==> config.mk <==
export PLATFORM = sky130hd
export DESIGN_NAME = tms_k_debounce_flat
export DESIGN_NICKNAME = d
export VERILOG_FILES = /design/src/rtl/tms_k_debounce_if.sv /design/src/rtl/tms_k_debounce.sv /design/src/flat_wrapper.sv
export SDC_FILE = /design/constraint.sdc
export NUM_CORES = 1
export LEC_CHECK = 0
export ABC_AREA = 0
export CAP_MARGIN = 15
export CORE_AREA = 2 2 100 102
export DETAILED_ROUTE_END_ITERATION = 12
export DIE_AREA = 0 0 102 104
export GPL_TIMING_DRIVEN = 1
export PLACE_DENSITY = 0.58
export SLEW_MARGIN = 10
export SYNTH_ARGS = -nofsm -noshare
export SYNTH_HDL_FRONTEND = slang
export SYNTH_SLANG_ARGS = --single-unit
==> constraint.sdc <==
create_clock -name wb_clk_i -period 3.6 [get_ports wb_clk_i]
set_clock_uncertainty 0.15 [all_clocks]
set_input_delay 0.72 -clock wb_clk_i [delete_from_list [all_inputs] [get_ports wb_clk_i]]
set_output_delay 0.72 -clock wb_clk_i [all_outputs]
set_load 0.05 [all_outputs]
==> src/rtl/tms_k_debounce_if.sv <==
// Signal bundle between the K/chip-select pads and the keypad conditioner.
// TMS_KDEB_EDGE_EN adds the k_edge_o / press_cnt_o outputs.
interface tms_k_debounce_if #(
    parameter int unsigned WIDTH = 4,
    parameter int unsigned CNT_W = 8
);
    logic [WIDTH-1:0] k_raw_i;
    logic             cs_raw_i;
    logic [CNT_W-1:0] db_limit_i;
    logic             hold_i;
    logic [WIDTH-1:0] k_o;
    logic             cs_o;
    logic             k_stable_o;
`ifdef TMS_KDEB_EDGE_EN
    logic [WIDTH-1:0] k_edge_o;
    logic [7:0]       press_cnt_o;

    modport master (
        output k_raw_i, cs_raw_i, db_limit_i, hold_i,
        input  k_o, cs_o, k_stable_o, k_edge_o, press_cnt_o
    );
    modport slave (
        input  k_raw_i, cs_raw_i, db_limit_i, hold_i,
        output k_o, cs_o, k_stable_o, k_edge_o, press_cnt_o
    );
`else
    modport master (
        output k_raw_i, cs_raw_i, db_limit_i, hold_i,
        input  k_o, cs_o, k_stable_o
    );
    modport slave (
        input  k_raw_i, cs_raw_i, db_limit_i, hold_i,
        output k_o, cs_o, k_stable_o
    );
`endif
endinterface

==> src/rtl/tms_k_debounce.sv <==
// Synchronises and debounces the tms1x00 K inputs and synchronises chip select.
// Optional edge pulses / press counter are built when TMS_KDEB_EDGE_EN is defined.
module tms_k_debounce #(
    parameter int unsigned WIDTH       = 4,
    parameter int unsigned CNT_W       = 8,
    parameter int unsigned SYNC_STAGES = 2   // must be >= 2
) (
    input  logic             wb_clk_i,
    input  logic             wb_rst_ni,
    tms_k_debounce_if.slave  bus
);

    logic [SYNC_STAGES-1:0][WIDTH-1:0] k_sync_q;
    logic [SYNC_STAGES-1:0]            cs_sync_q;
    logic [WIDTH-1:0]                  k_s;
    logic [WIDTH-1:0]                  k_q, k_d;
    logic [WIDTH-1:0][CNT_W-1:0]       cnt_q, cnt_d;

    assign k_s = k_sync_q[SYNC_STAGES-1];

    // Synchronisers are never frozen; only the debounce state honours hold_i.
    always_ff @(posedge wb_clk_i or negedge wb_rst_ni) begin
        if (!wb_rst_ni) begin
            k_sync_q  <= '0;
            cs_sync_q <= '0;
        end else begin
            k_sync_q  <= {k_sync_q[SYNC_STAGES-2:0], bus.k_raw_i};
            cs_sync_q <= {cs_sync_q[SYNC_STAGES-2:0], bus.cs_raw_i};
        end
    end

    always_comb begin
        k_d   = k_q;
        cnt_d = cnt_q;
        if (!bus.hold_i) begin
            for (int i = 0; i < int'(WIDTH); i++) begin
                if (k_s[i] == k_q[i]) begin
                    cnt_d[i] = '0;
                end else if (cnt_q[i] >= bus.db_limit_i) begin
                    k_d[i]   = k_s[i];
                    cnt_d[i] = '0;
                end else begin
                    cnt_d[i] = cnt_q[i] + 1'b1;
                end
            end
        end
    end

    always_ff @(posedge wb_clk_i or negedge wb_rst_ni) begin
        if (!wb_rst_ni) begin
            k_q   <= '0;
            cnt_q <= '0;
        end else begin
            k_q   <= k_d;
            cnt_q <= cnt_d;
        end
    end

    assign bus.k_o        = k_q;
    assign bus.cs_o       = cs_sync_q[SYNC_STAGES-1];
    assign bus.k_stable_o = ~|(k_s ^ k_q);

`ifdef TMS_KDEB_EDGE_EN
    logic [WIDTH-1:0] k_prev_q;
    logic [WIDTH-1:0] k_edge_q;
    logic [7:0]       press_cnt_q, press_cnt_d;

    // Rising bits this edge; several bits rising together add several counts.
    always_comb begin
        press_cnt_d = press_cnt_q;
        for (int i = 0; i < int'(WIDTH); i++) begin
            press_cnt_d = press_cnt_d + {7'd0, k_d[i] & ~k_q[i]};
        end
    end

    always_ff @(posedge wb_clk_i or negedge wb_rst_ni) begin
        if (!wb_rst_ni) begin
            k_prev_q    <= '0;
            k_edge_q    <= '0;
            press_cnt_q <= '0;
        end else begin
            k_prev_q    <= k_q;
            k_edge_q    <= k_q ^ k_prev_q;
            press_cnt_q <= press_cnt_d;
        end
    end

    assign bus.k_edge_o    = k_edge_q;
    assign bus.press_cnt_o = press_cnt_q;
`endif

endmodule

==> src/flat_wrapper.sv <==
// flat-port wrapper written by rule: the top's interface ports become plain ports
module tms_k_debounce_flat 
#(
    parameter int unsigned WIDTH       = 4,
    parameter int unsigned CNT_W       = 8,
    parameter int unsigned SYNC_STAGES = 2                  
)
  (wb_clk_i, wb_rst_ni, bus_k_raw_i, bus_cs_raw_i, bus_db_limit_i, bus_hold_i, bus_k_o, bus_cs_o, bus_k_stable_o);
  tms_k_debounce_if #(.WIDTH(WIDTH), .CNT_W(CNT_W)) bus_i ();
  input  logic wb_clk_i;
  input  logic wb_rst_ni;
  input wire logic [$bits(bus_i.k_raw_i)-1:0] bus_k_raw_i;
  input wire logic [$bits(bus_i.cs_raw_i)-1:0] bus_cs_raw_i;
  input wire logic [$bits(bus_i.db_limit_i)-1:0] bus_db_limit_i;
  input wire logic [$bits(bus_i.hold_i)-1:0] bus_hold_i;
  output wire logic [$bits(bus_i.k_o)-1:0] bus_k_o;
  output wire logic [$bits(bus_i.cs_o)-1:0] bus_cs_o;
  output wire logic [$bits(bus_i.k_stable_o)-1:0] bus_k_stable_o;
  assign bus_i.k_raw_i = bus_k_raw_i;
  assign bus_i.cs_raw_i = bus_cs_raw_i;
  assign bus_i.db_limit_i = bus_db_limit_i;
  assign bus_i.hold_i = bus_hold_i;
  assign bus_k_o = bus_i.k_o;
  assign bus_cs_o = bus_i.cs_o;
  assign bus_k_stable_o = bus_i.k_stable_o;
  tms_k_debounce #(.WIDTH(WIDTH), .CNT_W(CNT_W), .SYNC_STAGES(SYNC_STAGES)) u_core (.wb_clk_i(wb_clk_i), .wb_rst_ni(wb_rst_ni), .bus(bus_i));
endmodule
==> results of run 1 <==
## placed cells by master, fill, tap and decap left out, types with 2 or more instances in the layout
master,Yosys,routed
nor3_1,3,3
a41o_1,3,3
a21o_1,13,13
or2_1,2,2
dfrtp_1,46,46
buf_2,0,2
o2bb2ai_1,4,4
o21a_1,3,3
and3_1,3,3
clkdlybuf4s50_1,0,19
xor2_1,3,3
nor4b_1,2,2
buf_4,0,3
a21oi_1,14,14
nor2_1,13,13
nand2_1,35,35
clkbuf_8,0,6
o2bb2a_1,3,3
o21bai_1,6,6
o31ai_1,2,2
nand4_1,2,2
a2111oi_0,2,2
inv_1,13,13
or3_1,8,8
nand3_1,11,11
mux2_2,3,3
ha_1,36,36
a211o_1,2,2
or2_2,3,3
nand2b_1,16,16
and4_1,3,3
mux2i_1,6,6
o211ai_1,3,3
o31ai_4,2,2
o21ai_0,20,20
## final cells by class
cell class / instances / area share (%)
Clock buffer: 7 / 2.56
Inverter: 13 / 1.45
Tap cell: 133 / 4.94
Timing Repair Buffer: 25 / 7.42
Clock inverter: 1 / 0.148
Sequential cell: 46 / 34.1
Multi-Input combinational cell: 231 / 49.4
## through the flow
stage                     instances  worst slack (ns)  util (%)  cell area, um2  total power (uW)
final                           456             0.486      35.3            3370              1510
after global routing            456             0.314      35.3            3370              1630
after CTS                       455             0.485      35.0            3340              1520
after detailed placement        447             0.235      34.1            3250              1180
after global placement          447             0.296      34.1            3250              1160
after floorplan                 297             0.678         -            2900              1030
## critical path, stage by stage, from the launching register on
cell and delay (ns):
dfrtp_1 0.41, xnor2_1 0.26, nand2b_1 0.11, nor3_1 0.30, clkdlybuf4s50_1 0.87
## power groups by stage
stage	registers, uW	logic, uW	clock network, uW
after floorplan	713	317	0
after global placement	701	461	0
after detailed placement	702	482	0
after CTS	691	485	347
after global routing	706	554	373
final	691	484	335
## flip-flops by register name (all words and copies together), names as in the netlist
register,count
u_core.cs_sync_q,2
u_core.k_s,4
u_core.cnt_q,32
u_core.bus.k_o,4
u_core.k_sync_q,4
## metal layers
layer	vias to the layer above	global-route usage [%]	part of all wire, %
li1	1127	-	-
met1	1095	16.6	46
met2	41	19.9	50
met3	13	2.08	2.7
met4	0	4.57	2.2
met5	-	0	0
## how the worst max path moves through the flow
stage,cells past startpoint,slack [ns],end
2_1_floorplan,3,0.68,bus_k_stable_o
3_3_place_gp,7,0.30,u_core.cnt_q[30]$_DFFE_PN0N_
3_5_place_dp,7,0.23,u_core.cnt_q[10]$_DFFE_PN0N_
4_1_cts,4,0.48,bus_k_stable_o
5_1_grt,7,0.31,u_core.cnt_q[10]$_DFFE_PN0N_
6_report,4,0.49,bus_k_stable_o
## logic make-up (layout without fill, tap and decap cells)
group           Yosys count  count (layout)  synth area share [%]
buf+inv                  20              46                  2.85
flops                    46              46                  39.7
simple gates            102             102                  17.7
fa+ha+maj                36              36                  15.5
mux                       9               9                  3.24
compound gates           80              80                  19.7
xor+xnor                  4               4                  1.21
==> impl_metrics.py, run 1 <==
metrics = {
    "worst_setup_path": {
        "crit_arrival_ns": 2.24,
        "setup.worst_path.start": "u_core.bus.k_o[3]$_DFFE_PN0P_",
        "worstPathRequired_ns": 2.73,
        "path_max_fanout": 3,
        "r2r_cells": 7,
        "reg2reg_setup_slack_ns": 1.05,
        "worstReg2RegEnd": "u_core.cnt_q[31]$_DFFE_PN0N_",
        "crit_path_end_kind": "output pin",
        "reg2reg_from": "u_core.cnt_q[24]$_DFFE_PN0N_",
        "path_class": "reg2out",
        "worstSetupStartpointType": "register",
    },
    "synthesis": {
        "yosys.area.top_type_share_pct": 39.7,
        "netlist_area_mm2": 0.00290,
        "syn_inst": 297,
        "synth.area.top_cells": "dfrtp_1 40%, ha_1 16%, nand2_1 4.5%",
        "ys_seq_area_share_pct": 39.7,
        "yosys_register_bits": 46,
        "synth_edf_count": 0,
        "mappedNetlistNets": 349,
        "synth_cell_type_count": 38,
        "yosysMostFrequentCell": "dfrtp_1",
        "ys_top_cells_by_count": "46 x dfrtp_1, 36 x ha_1, 35 x nand2_1",
        "yosysTopAreaCell": "dfrtp_1",
        "synthArstFlopShare_pct": 100,
        "avgSynthCellArea_um2": 9.76,
        "synth_flop_cell": "dfrtp_1",
        "synth_warnings": 0,
    },
    "flow_run": {
        "drv_cap": 0,
    },
    "floorplan": {
        "die_area_mm2": 0.0106,
        "die_y_um": 104,
        "start_util_pct": 30.3,
        "die_x_um": 102,
        "placeableCoreArea_mm2": 0.00955,
        "rows": 36,
        "io_pins": 22,
    },
    "pwr": {
        "pwr-share-comb_pct": 32.1,
        "internal_power_uw": 957,
        "power_frac_seq_pct": 45.7,
        "leakagePower_uw": 0.00160,
        "pwr-share-clk_pct": 22.2,
        "ir_drop_v": 0.000189,
        "powerDensity_mw_per_mm2": 448,
        "swShare_pct": 36.6,
        "p_switching_uw": 553,
    },
    "global_routing": {
        "antenna_found_initial": 0,
        "grt_pass1_wl_mm": 10.6,
        "grt_pass1_vias": 2134,
        "grt_max_degree": 53,
        "grt_overflow": 0,
        "grt_usage_pct": 12.4,
    },
    "route": {
        "first_pass_iters": 4,
        "drt_iter0_markers": 59,
        "drc_errors": 0,
        "dr_total_vias": 2276,
        "drt_wl_total_mm": 6.28,
        "routed_via_density": 4.99,
        "ant_nets": 0,
        "wl_per_cell_um": 13.8,
    },
    "worst_hold_path": {
        "hold_end": "u_core.k_s[2]$_DFF_PN0_",
        "hold_start": "u_core.k_sync_q[2]$_DFF_PN0_",
        "min_path_type": "reg2reg",
        "holdPathStages": 0,
    },
    "sta": {
        "fmax_mhz": 321,
        "whs_ns": 0.205,
        "tns_ns": 0,
        "rsz0062_at_grt": "false",
        "setup_viol": 0,
        "fin_crit_sh_pct": 86.5,
        "slew_viol_final": 0,
        "hold_viol": 0,
        "min_period_ns": 3.11,
        "slew_headroom_pct": 45.4,
        "worst_pin_slew_ns": 0.819,
    },
    "placement": {
        "io_buffer_count": 21,
        "place.gp.congestion": 0.751,
        "place_hpwl_mm": 4.55,
    },
    "clocking": {
        "cts.htree.levels": 2,
        "cts_hold_buffers": 0,
        "post_cts_buffers": 0,
        "cts_buffer_depth": 2,
        "clk_pin_slew_ns": 0.09,
        "root_buffer": "clkbuf_8",
        "cts-buffers-inserted": 5,
        "clock_latency_ns": 0.30,
        "cts_tree": "yes",
        "cts-resized-gates": 0,
        "clkSinkCount": 46,
    },
    "layout": {
        "multi_input_area_mm2": 0.00166,
        "drive_above_1_share_pct": 6.50,
        "fillers": 1016,
        "regArea_mm2": 0.00115,
        "n_antenna_cell": 0,
        "final_nets": 374,
        "syn_to_final_growth_pct": 16.4,
    },
    "run_status": {
        "status": "complete, no violations",
    },
}
(Power assumes the default switching activity.)
==> inputs of run 2 (changes only) <==
RECOVER_POWER = 50   (was not set)
==> run 2 against run 1 <==
Against the previous run: global-route usage is the same; total power decreased by 0.33%; non-clock buffer count did not move; critical endpoint unchanged; via count grew 0.35%; die area did not move.
==> impl_metrics.py, run 2 (synthesized netlist as in run 1, its figures left out) <==
metrics = {
    "clocking": {
        "cts_buffer_depth": 2,
        "cts_tree": "yes",
        "root_buffer": "clkbuf_8",
        "cts_hold_buffers": 0,
        "cts.htree.levels": 2,
        "cts-buffers-inserted": 5,
        "clk_pin_slew_ns": 0.09,
        "clock_latency_ns": 0.30,
        "clkSinkCount": 46,
        "cts-resized-gates": 0,
        "post_cts_buffers": 0,
    },
    "worst_setup_path": {
        "path_class": "reg2out",
        "worstSetupStartpointType": "register",
        "setup.worst_path.start": "u_core.bus.k_o[3]$_DFFE_PN0P_",
        "path_max_fanout": 3,
        "reg2reg_from": "u_core.cnt_q[24]$_DFFE_PN0N_",
        "crit_arrival_ns": 2.24,
        "worstPathCellList": "xnor2_1, nand2b_1, nor3_1, clkdlybuf4s50_1",
        "slowest_delay_ns": 0.87,
        "crit_path_end_kind": "output pin",
        "r2r_cells": 7,
        "worstPathRequired_ns": 2.73,
        "cp_slowest_cell": "clkdlybuf4s50_1",
    },
    "flow_run": {
        "drv_cap": 0,
    },
    "layout": {
        "final_nets": 374,
        "final_cell_mix": "46 x dfrtp_1, 36 x ha_1, 35 x nand2_1, 20 x o21ai_0, 16 x nand2b_1",
        "regMostFlops": "u_core.cnt_q",
        "n_antenna_cell": 0,
        "finalNonFillerCells": 456,
        "final_common_cell": "dfrtp_1",
        "syn_to_final_growth_pct": 15.5,
        "fillers": 1021,
        "drive_above_1_share_pct": 5.88,
        "largest_register_ffs": 32,
    },
    "worst_hold_path": {
        "hold_start": "u_core.k_sync_q[2]$_DFF_PN0_",
        "holdPathStages": 0,
        "min_path_type": "reg2reg",
    },
    "placement": {
        "place.gp.congestion": 0.751,
        "dp.cells": 447,
        "place_hpwl_mm": 4.55,
        "io_buffer_count": 21,
    },
    "sta": {
        "worst_pin_slew_ns": 1.35,
        "slew_viol_final": 0,
        "fin_crit_sh_pct": 86.5,
        "rsz0062_at_grt": "false",
        "tns_ns": 0,
        "fmax_mhz": 321,
        "min_period_ns": 3.11,
        "setup_viol": 0,
        "hold_viol": 0,
        "slew_headroom_pct": 10.3,
    },
    "floorplan": {
        "start_util_pct": 30.3,
        "io_pins": 22,
        "die_y_um": 104,
        "rows": 36,
        "placeableCoreArea_mm2": 0.00955,
        "die_area_mm2": 0.0106,
        "die_x_um": 102,
    },
    "run_status": {
        "status": "complete, no violations",
    },
    "route": {
        "ant_nets": 0,
        "drt_iter0_markers": 61,
        "drc_errors": 0,
        "wl_per_cell_um": 13.7,
        "routed_via_density": 5.01,
        "dr_total_vias": 2284,
        "drt_wl_total_mm": 6.27,
        "first_pass_iters": 4,
    },
    "global_routing": {
        "grt_usage_pct": 12.4,
        "grt_pass1_wl_mm": 10.6,
        "grt_overflow": 0,
        "antenna_found_initial": 0,
        "grt_max_degree": 53,
        "grt_pass1_vias": 2134,
    },
    "pwr": {
        "powerDensity_mw_per_mm2": 450,
        "leakagePower_uw": 0.00159,
        "ir_drop_v": 0.000189,
        "total_power_uw": 1510,
    },
}
## run 2: cell count changes in the layout (fill, tap and decap cells not counted)
cell,previous run,this run
clkdlybuf4s50_1,19,14
dlygate4sd3_1,0,5
buf_2,2,1
buf_16,1,0
clkbuf_1,1,3
## run 2: path summary, 6_finish.rpt
kind	endpoint	slack, ns
setup / recovery	bus_k_stable_o	0.49
hold / removal	u_core.k_s[2]$_DFF_PN0_	0.20
setup reg to reg	u_core.cnt_q[31]$_DFFE_PN0N_	1.04
hold reg to reg	u_core.k_s[2]$_DFF_PN0_	0.20
max in group asynchronous	u_core.cnt_q[13]$_DFFE_PN0N_	1.02
min in group asynchronous	u_core.cnt_q[6]$_DFFE_PN0N_	0.55
## run 2: metrics by stage
step | setup slack (ns) | hold WS [ns] | utilization, % | instance area, um2
floorplan | 0.678 | 0.181 | - | 2900
global placement | 0.296 | 0.183 | 34.1 | 3250
detailed placement | 0.235 | 0.185 | 34.1 | 3250
CTS | 0.485 | 0.205 | 35.0 | 3340
global route | 0.314 | 0.209 | 35.0 | 3350
finish | 0.486 | 0.205 | 35.0 | 3350
## run 2: layout make-up
| type | instances | area (um2) | area share, % |
|---|---|---|---|
| Timing Repair Buffer | 25 | 225 | 6.73 |
| Inverter | 13 | 48.8 | 1.46 |
| Clock buffer | 7 | 86.3 | 2.58 |
| Multi-Input combinational cell | 231 | 1660 | 49.7 |
| Clock inverter | 1 | 5.00 | 0.150 |
| Sequential cell | 46 | 1150 | 34.4 |
| Tap cell | 133 | 166 | 4.97 |
## run 2: report_power, final
| group | switching, uW | internal, uW | leakage, uW |
|---|---|---|---|
| Sequential | 98.2 | 592 | 0.000608 |
| Clock | 180 | 155 | 0.0000482 |
| Combinational | 274 | 205 | 0.000929 |
## run 2: per-layer routing
layer,GRT usage [%],routed length (um)
met1,16.6,2860
met2,19.9,3100
met3,2.08,161
met4,4.57,140
met5,0,0
## run 2: worst max-delay path, delay by kind of cell (launching register included)
kind          cells  cell delay (ns)
flops             1             0.41
buf+inv           1             0.87
simple gates      2             0.41
xor+xnor          1             0.26
==> inputs of run 3 (changes only) <==
CAP_MARGIN = 20   (was 15)
==> results of run 3 <==
Same layout as run 2: the final DEF is identical, and so are final timing and power.
